==> src/rtl/hazard_stall_ctrl.sv <==
// hazard_stall_ctrl: EX-stage hazard and sequencing controller.
// Produces operand forwarding selects, load-use bubbles, branch flushes and a
// countdown hold that keeps a multi-cycle op in EX for MULTI_CYCLES cycles.
// Optional feature macro: FORWARDING_EN. When it is undefined, forwarding is
// disabled and RAW hazards on in-flight writers are resolved by stalling.
module hazard_stall_ctrl #(
  parameter int MULTI_CYCLES = 4
) (
  input  logic       i_clk,
  input  logic       i_rst,
  input  logic [4:0] i_if_id_rs,
  input  logic [4:0] i_if_id_rt,
  input  logic [4:0] i_id_ex_rs,
  input  logic [4:0] i_id_ex_rt,
  input  logic [4:0] i_id_ex_rd,
  input  logic       i_id_ex_reg_write,
  input  logic       i_id_ex_mem_read,
  input  logic       i_id_ex_multi,
  input  logic [4:0] i_ex_mem_rd,
  input  logic [4:0] i_mem_wb_rd,
  input  logic       i_ex_mem_reg_write,
  input  logic       i_mem_wb_reg_write,
  input  logic       i_branch_taken,
  output logic [1:0] o_forward_a,
  output logic [1:0] o_forward_b,
  output logic       o_pc_write,
  output logic       o_if_id_write,
  output logic       o_if_id_flush,
  output logic       o_id_ex_write,
  output logic       o_id_ex_flush,
  output logic       o_ex_mem_flush,
  output logic       o_busy
);

  localparam int CNT_W = $clog2(MULTI_CYCLES + 1);
  // Entry cycle counts as the first occupancy cycle, release as the last.
  localparam logic [CNT_W-1:0] LP_RELOAD = CNT_W'(MULTI_CYCLES - 2);
  localparam logic [CNT_W-1:0] LP_ZERO   = {CNT_W{1'b0}};

  typedef enum logic {
    ST_IDLE  = 1'b0,
    ST_MULTI = 1'b1
  } state_t;

  state_t           r_state;
  state_t           w_state_nxt;
  logic [CNT_W-1:0] r_cnt;
  logic [CNT_W-1:0] w_cnt_nxt;

  logic [1:0] w_fwd_a;
  logic [1:0] w_fwd_b;
  logic       w_load_use;
  logic       w_raw_stall;
  logic       w_stall;

  assign w_load_use = i_id_ex_mem_read && (i_id_ex_rt != 5'd0) &&
                      ((i_id_ex_rt == i_if_id_rs) || (i_id_ex_rt == i_if_id_rt));

`ifdef FORWARDING_EN
  // EX/MEM result is newer than MEM/WB data, so it wins when both match.
  function automatic logic [1:0] fwd_sel(
    input logic [4:0] src,
    input logic [4:0] ex_mem_rd,
    input logic       ex_mem_we,
    input logic [4:0] mem_wb_rd,
    input logic       mem_wb_we
  );
    if (ex_mem_we && (ex_mem_rd != 5'd0) && (ex_mem_rd == src)) begin
      return 2'b10;
    end else if (mem_wb_we && (mem_wb_rd != 5'd0) && (mem_wb_rd == src)) begin
      return 2'b01;
    end else begin
      return 2'b00;
    end
  endfunction

  assign w_fwd_a     = fwd_sel(i_id_ex_rs, i_ex_mem_rd, i_ex_mem_reg_write,
                               i_mem_wb_rd, i_mem_wb_reg_write);
  assign w_fwd_b     = fwd_sel(i_id_ex_rt, i_ex_mem_rd, i_ex_mem_reg_write,
                               i_mem_wb_rd, i_mem_wb_reg_write);
  assign w_raw_stall = 1'b0;
`else
  logic w_id_ex_hit;
  logic w_ex_mem_hit;
  logic w_unused_fwd_inputs;

  // Without bypass paths the ID instruction waits until its writer is in WB.
  assign w_id_ex_hit  = i_id_ex_reg_write && (i_id_ex_rd != 5'd0) &&
                        ((i_id_ex_rd == i_if_id_rs) || (i_id_ex_rd == i_if_id_rt));
  assign w_ex_mem_hit = i_ex_mem_reg_write && (i_ex_mem_rd != 5'd0) &&
                        ((i_ex_mem_rd == i_if_id_rs) || (i_ex_mem_rd == i_if_id_rt));
  assign w_raw_stall  = w_id_ex_hit || w_ex_mem_hit;
  assign w_fwd_a      = 2'b00;
  assign w_fwd_b      = 2'b00;
  assign w_unused_fwd_inputs = ^{i_id_ex_rs, i_mem_wb_rd, i_mem_wb_reg_write};
`endif

  assign w_stall = w_load_use || w_raw_stall;

  // State and countdown register with synchronous reset.
  always_ff @(posedge i_clk) begin
    if (i_rst) begin
      r_state <= ST_IDLE;
      r_cnt   <= LP_ZERO;
    end else begin
      r_state <= w_state_nxt;
      r_cnt   <= w_cnt_nxt;
    end
  end

  // Next-state and output decode: reset > multi hold/entry > branch > stall.
  always_comb begin
    w_state_nxt    = r_state;
    w_cnt_nxt      = r_cnt;
    o_forward_a    = w_fwd_a;
    o_forward_b    = w_fwd_b;
    o_pc_write     = 1'b1;
    o_if_id_write  = 1'b1;
    o_if_id_flush  = 1'b0;
    o_id_ex_write  = 1'b1;
    o_id_ex_flush  = 1'b0;
    o_ex_mem_flush = 1'b0;
    o_busy         = 1'b0;
    if (i_rst) begin
      w_state_nxt    = ST_IDLE;
      w_cnt_nxt      = LP_ZERO;
      o_forward_a    = 2'b00;
      o_forward_b    = 2'b00;
      o_pc_write     = 1'b0;
      o_if_id_write  = 1'b0;
      o_if_id_flush  = 1'b1;
      o_id_ex_write  = 1'b1;
      o_id_ex_flush  = 1'b1;
      o_ex_mem_flush = 1'b1;
      o_busy         = 1'b0;
    end else begin
      case (r_state)
        ST_IDLE: begin
          if (i_id_ex_multi) begin
            w_state_nxt    = ST_MULTI;
            w_cnt_nxt      = LP_RELOAD;
            o_pc_write     = 1'b0;
            o_if_id_write  = 1'b0;
            o_id_ex_write  = 1'b0;
            o_ex_mem_flush = 1'b1;
            o_busy         = 1'b1;
          end else if (i_branch_taken) begin
            o_if_id_flush  = 1'b1;
            o_id_ex_flush  = 1'b1;
          end else if (w_stall) begin
            o_pc_write     = 1'b0;
            o_if_id_write  = 1'b0;
            o_id_ex_flush  = 1'b1;
          end else begin
            o_busy         = 1'b0;
          end
        end
        ST_MULTI: begin
          if (r_cnt != LP_ZERO) begin
            w_cnt_nxt      = r_cnt - {{(CNT_W-1){1'b0}}, 1'b1};
            o_pc_write     = 1'b0;
            o_if_id_write  = 1'b0;
            o_id_ex_write  = 1'b0;
            o_ex_mem_flush = 1'b1;
            o_busy         = 1'b1;
          end else begin
            // Release: the held op's result enters EX/MEM this cycle.
            w_state_nxt    = ST_IDLE;
            w_cnt_nxt      = LP_ZERO;
          end
        end
        default: begin
          w_state_nxt = ST_IDLE;
          w_cnt_nxt   = LP_ZERO;
        end
      endcase
    end
  end

endmodule

==> config.mk <==
export PLATFORM = sky130hd
export DESIGN_NAME = hazard_stall_ctrl
export DESIGN_NICKNAME = d
export VERILOG_FILES = /design/src/rtl/hazard_stall_ctrl.sv
export SDC_FILE = /design/constraint.sdc
export NUM_CORES = 1
export LEC_CHECK = 0
export CORE_MARGIN = 2
export CORE_UTILIZATION = 31
export DETAILED_ROUTE_END_ITERATION = 10
export HOLD_SLACK_MARGIN = 0.08
export PLACE_DENSITY = 0.83
export SLEW_MARGIN = 0
export SYNTH_ARGS = -nofsm -noshare
export SYNTH_HDL_FRONTEND = slang
export SYNTH_SLANG_ARGS = --single-unit
export TNS_END_PERCENT = 50
==> constraint.sdc <==
create_clock -name i_clk -period 2.5 [get_ports i_clk]
set_clock_uncertainty 0.1 [all_clocks]
set_input_delay 0.5 -clock i_clk [delete_from_list [all_inputs] [get_ports i_clk]]
set_output_delay 0.5 -clock i_clk [all_outputs]
set_load 0.01 [all_outputs]
# Yosys cells after proc, flatten, opt, wreduce, memory -nomap -nowiden
# Index checks and enable logic that the tools add are counted.
# classes
addsub	1
eq_ne	7
n_mux	26
bitwise	1
reduce_logical	15
# ops
cell	n
$eq A5 B5 Y1	6
$mux W1	20
$reduce_bool A5 Y1	3
$logic_and A1 B1 Y1	6
$mux W3	2
$pmux W1 S2	3
$pmux W3 S2	1
$logic_or A1 B1 Y1	5
$reduce_bool A3 Y1	1
$sub A3 B1 Y3 const B	1
$ne A2 B2 Y1 const B	1
$not A1 Y1	1
# word_totals
ff_bits	4
in_bits	43
out_inout_bits	11
wordCells	52

# Logic depth before layout (Yosys ltp)
# logic_depth
ltp_word	10
depth_mapped	6
depth_no_buf	5

# Worst setup path after synthesis
# OpenSTA, ideal clock, no wires.
# synth_timing
kind	input to output
start	input port i_id_ex_rd[1]
end	output port o_pc_write
t_arrival_ns	1.910
t_required_ns	1.900
setup_slack_ns	-0.010
path_stages	5
n_path_buf	1
cell_sequence	or4_1 > o21a_1 > a222oi_1 > o31a_1 > buf_4
# synth_between
elab_chain_cells	10
elab_cells_between_ends	13
cone_classes	2 x eq/ne; 5 x mux; 6 x reduce/logical
# synth_rtl
element	line	source
start: declaration	15	input logic [4:0] i_id_ex_rd,
$eq A5 B5 Y1 or $reduce_bool A5 Y1 (tied branches)	89, 88	
$logic_or A1 B1 Y1 or $logic_and A1 B1 Y1 (tied branches)	89, 88	
$logic_and A1 B1 Y1 (*)	88	assign w_id_ex_hit = i_id_ex_reg_write && (i_id_ex_rd != 5'd0) &&
$logic_or A1 B1 Y1 (*)	92	assign w_raw_stall = w_id_ex_hit || w_ex_mem_hit;
$logic_or A1 B1 Y1 (*)	98	assign w_stall = w_load_use || w_raw_stall;
$mux W1 (*) (3 in series)	--	
$pmux W1 S2 (*)	--	
$mux W1 (*)	--	
end: declaration	26	output logic o_pc_write,
# Mark *: on every way between the ends. The rest lies on a longest branch, timed or not.

# Worst setup path after layout
# layout_timing
start	input port i_id_ex_rd[3]
end	output port o_pc_write
# layout_between
elab_chain_cells	10
elab_cells_between_ends	13
cone_classes	2 x eq/ne; 5 x mux; 6 x reduce/logical
# layout_rtl
element	line	source
$eq A5 B5 Y1 or $reduce_bool A5 Y1 (tied branches)	89, 88	
$logic_or A1 B1 Y1 or $logic_and A1 B1 Y1 (tied branches)	89, 88	
$logic_and A1 B1 Y1 (*)	88	
$logic_or A1 B1 Y1 (*)	92	
$logic_or A1 B1 Y1 (*)	98	
$mux W1 (*)	150	end else if (w_stall) begin
$mux W1 (*)	147	end else if (i_branch_taken) begin
$mux W1 (*)	139	if (i_id_ex_multi) begin
$pmux W1 S2 (*)	137	case (r_state)
$mux W1 (*)	124	if (i_rst) begin
# Marks and branches as above.

==> impl_metrics.csv <==
group,metric,value,unit
worst_setup_path,cpPeakStageDelay,0.51,ns
flow_run,drv_cap,0,
clocking,clk_latency,0.24,ns
clocking,max-clock-path-buffers,2,
timing,slew_violations,0,
floorplan,ios,54,
clocking,path_clk_slew,0.04,ns
power_and_ir_drop,p_sw_share,32.7,%
routing,wl,2140,um
power_and_ir_drop,p_int,0.227,mW
routing,routedWlPerCell,12.8,um
synth,syn_area,622,um^2
grt,grt_use_total,19.3,%
grt,grt_pass1_wl,3630,um
routing,antenna_left,0,
grt,antenna_found_initial,0,
timing,tns,-0.370,ns
floorplan,die_area,2380,um^2
routing,dr.pass1.iters,4,
power_and_ir_drop,leakage,0.470,nW
clocking,cts-root-buf,"clkbuf_4",
routing,first_iter_violations,14,
worst_setup_path,path_class,"in -> out",
worst_setup_path,cp.arrival,2.04,ns
clocking,numCtsBuffers,3,
clocking,cts_tree,"done",
worst_setup_path,cp-start-kind,"input pin",
worst_setup_path,required,1.90,ns
finish,seq_area,80.1,um^2
synth,synthAdderAreaFrac,0,%
clocking,h-tree-depth,1,
finish,drive_above_1_share,24.8,%
finish,multiInputGateArea,510,um^2
synth,synth-seq-cells,4,
outcome,violations,"negative setup slack",
outcome,status,"complete, but fails checks",
hold_path,worstHoldPathType,"reg -> reg",
worst_setup_path,crit_family,"compound AO/OA/AOI/OAI gates",
placed_design,placed_area,1140,um^2
synth,ys_warn_count,0,
worst_setup_path,crit_chain,"buf_6 > or4_4 > o21a_1 > a222oi_1 > buf_4 > o31a_1 > buf_2",
finish,num-fill-cells,191,
synth,synth-simple-area-share,21.5,%
synth,synthesis.area_per_instance,7.40,um^2
grt,grt_max_degree,6,
floorplan,core,1920,um^2
clocking,postCtsHoldBufs,0,
power_and_ir_drop,vdd_ir_drop_max,332,uV
worst_setup_path,worstSetupEndpointType,"output port",
timing,finalHoldViolations,0,
synth,synth_cell_types,21,
worst_setup_path,reg2reg_from,"r_state",
routing,via_count,792,
synth,synth_xor_area_share,42.3,%
floorplan,rows,16,
timing,setup_viol,3,
finish,final_common_cell,"xnor2_1",
floorplan,start_util,32.4,%
routing,drcViolationCount,0,
timing,fmax,379,MHz
worst_setup_path,crit_path_max_fanout,2,
finish,n_antenna_cell,0,
floorplan,die_w,48.8,um
synth,syn_inst,84,
power_and_ir_drop,seqPwrFrac,21.3,%
finish,design_area,1110,um^2
worst_setup_path,worst-path-buf-inv,3,
placed_design,post-dp-hpwl,1760,um
power_and_ir_drop,power_frac_comb,54.9,%
grt,grt_overflow_total,0,
timing,finalCritPeriodShare,106,%
placed_design,port_buffers,38,
placed_design,place.gp.congestion,0.966,
timing,finalWorstSetupSlack,-0.140,ns
power_and_ir_drop,cellPowerDensity,303,nW/um^2
grt,grt_pass1_vias,817,
synth,synth_top_family_by_area,"XOR/XNOR gates",
worst_setup_path,slowest_stage,"or4_4",
timing,rsz0062_at_grt,"true",
power_and_ir_drop,switchingPower,0.110,mW
finish,synthToLayoutAreaGrowth,78.7,%
finish,final_cell_mix,"30 x xnor2_1, 18 x buf_4, 17 x dlygate4sd2_1",
hold_path,holdCritStartpoint,"r_cnt[2]",
power_and_ir_drop,p_clk_share,23.8,%
synth,synth-compound-area-share,14.9,%
floorplan,die_h,48.8,um
finish,fin_nets,186,
worst_setup_path,worstSetupStartpoint,"i_id_ex_rd[3]",
routing,via_per_inst,4.71,
clocking,clock_sinks,4,
synth,synthMuxAreaShare,0,%
timing,fin_hold_ws,0.413,ns
timing,finalCriticalPeriod,2.64,ns
synth,synth-seq-area-share,12.9,%
power by group through the flow:
stage	Sequential, mW	Combinational (mW)	Clock (mW)
6_report	0.0718	0.185	0.0802
5_1_grt	0.0723	0.199	0.0894
3_3_place_gp	0.0719	0.198	0
3_5_place_dp	0.0724	0.200	0
4_1_cts	0.0717	0.184	0.0838
2_1_floorplan	0.0712	0.0879	0
routing by layer:
| metal | GRT usage (%) | vias to the layer above | part of all wire (%) |
|---|---|---|---|
| li1 | - | 394 | - |
| met1 | 21.3 | 350 | 42 |
| met2 | 35.2 | 46 | 49 |
| met3 | 7.36 | 2 | 9.0 |
| met4 | 3.81 | 0 | 0.61 |
| met5 | 0 | - | 0 |
repair_timing:
item	in CTS	in global routing
setup buffers	1	0
pin swaps	8	3
endpoints found under the setup margin	6	3
gates resized for setup	71	2
gates cloned	0	0
layout make-up:
cell class                      count  share of cell area (%)
Timing Repair Buffer               56                    40.8
Multi-Input combinational cell     75                    45.9
Clock buffer                        3                    2.03
Sequential cell                     4                    7.21
Tap cell                           27                    3.04
Inverter                            3                    1.01
worst paths after layout:
check	end	slack [ns]	cells after the start
worst max-delay path	o_pc_write	-0.14	7
worst min-delay path	r_cnt[1]	0.41	2
worst max register to register	r_state	1.26	4
worst min register to register	r_cnt[1]	0.41	2
registers in the layout, indices dropped and copies added, names as in the netlist:
register	cells
r_cnt	3
r_state	1
through the flow:
stage               setup slack (ns)  total power [mW]  cells  util (%)
floorplan                    -0.0103             0.159     87         -
global placement              -0.907             0.269    164      59.2
detailed placement            -0.899             0.273    164      59.2
CTS                           -0.142             0.340    168      57.9
global route                  -0.166             0.361    168      57.8
finish                        -0.140             0.337    168      57.8
synthesized netlist by cell type (all sizes together):
| cell type | n | share of area (%) |
|---|---|---|
| nand2b | 1 | 1.0 |
| a21oi | 4 | 3.2 |
| or3 | 1 | 1.0 |
| o31a | 1 | 1.4 |
| nand3 | 6 | 4.8 |
| nor2 | 6 | 3.6 |
| xnor2 | 30 | 42 |
| conb | 1 | 0.60 |
| dfxtp | 4 | 13 |
| a222oi | 1 | 1.6 |
| buf | 5 | 6.0 |
| o31ai | 1 | 1.2 |
| o21a | 3 | 3.6 |
| inv | 3 | 1.8 |
| nand2 | 7 | 4.2 |
| nor3 | 1 | 0.80 |
| or4 | 3 | 3.6 |
| o21ai | 1 | 0.80 |
| o22ai | 3 | 3.0 |
| nor2b | 1 | 1.0 |
| nor4b | 1 | 1.4 |
kinds of logic (layout without fill, tap and decap cells):
| group | count (synthesis) | after routing |
|---|---|---|
| xor gates and xnor gates | 30 | 30 |
| and+or+nand+nor | 27 | 27 |
| AOI/OAI and AO/OA | 14 | 14 |
| buffers and inverters | 8 | 62 |
| DFF | 4 | 4 |
| other | 1 | 4 |
worst min-delay path, cell delays in order (launching register included):
cell and delay [ns]:
dfxtp_1 0.32, nand2_1 0.07, a21oi_1 0.07
No activity file was read; power rests on OpenSTA's default activity.
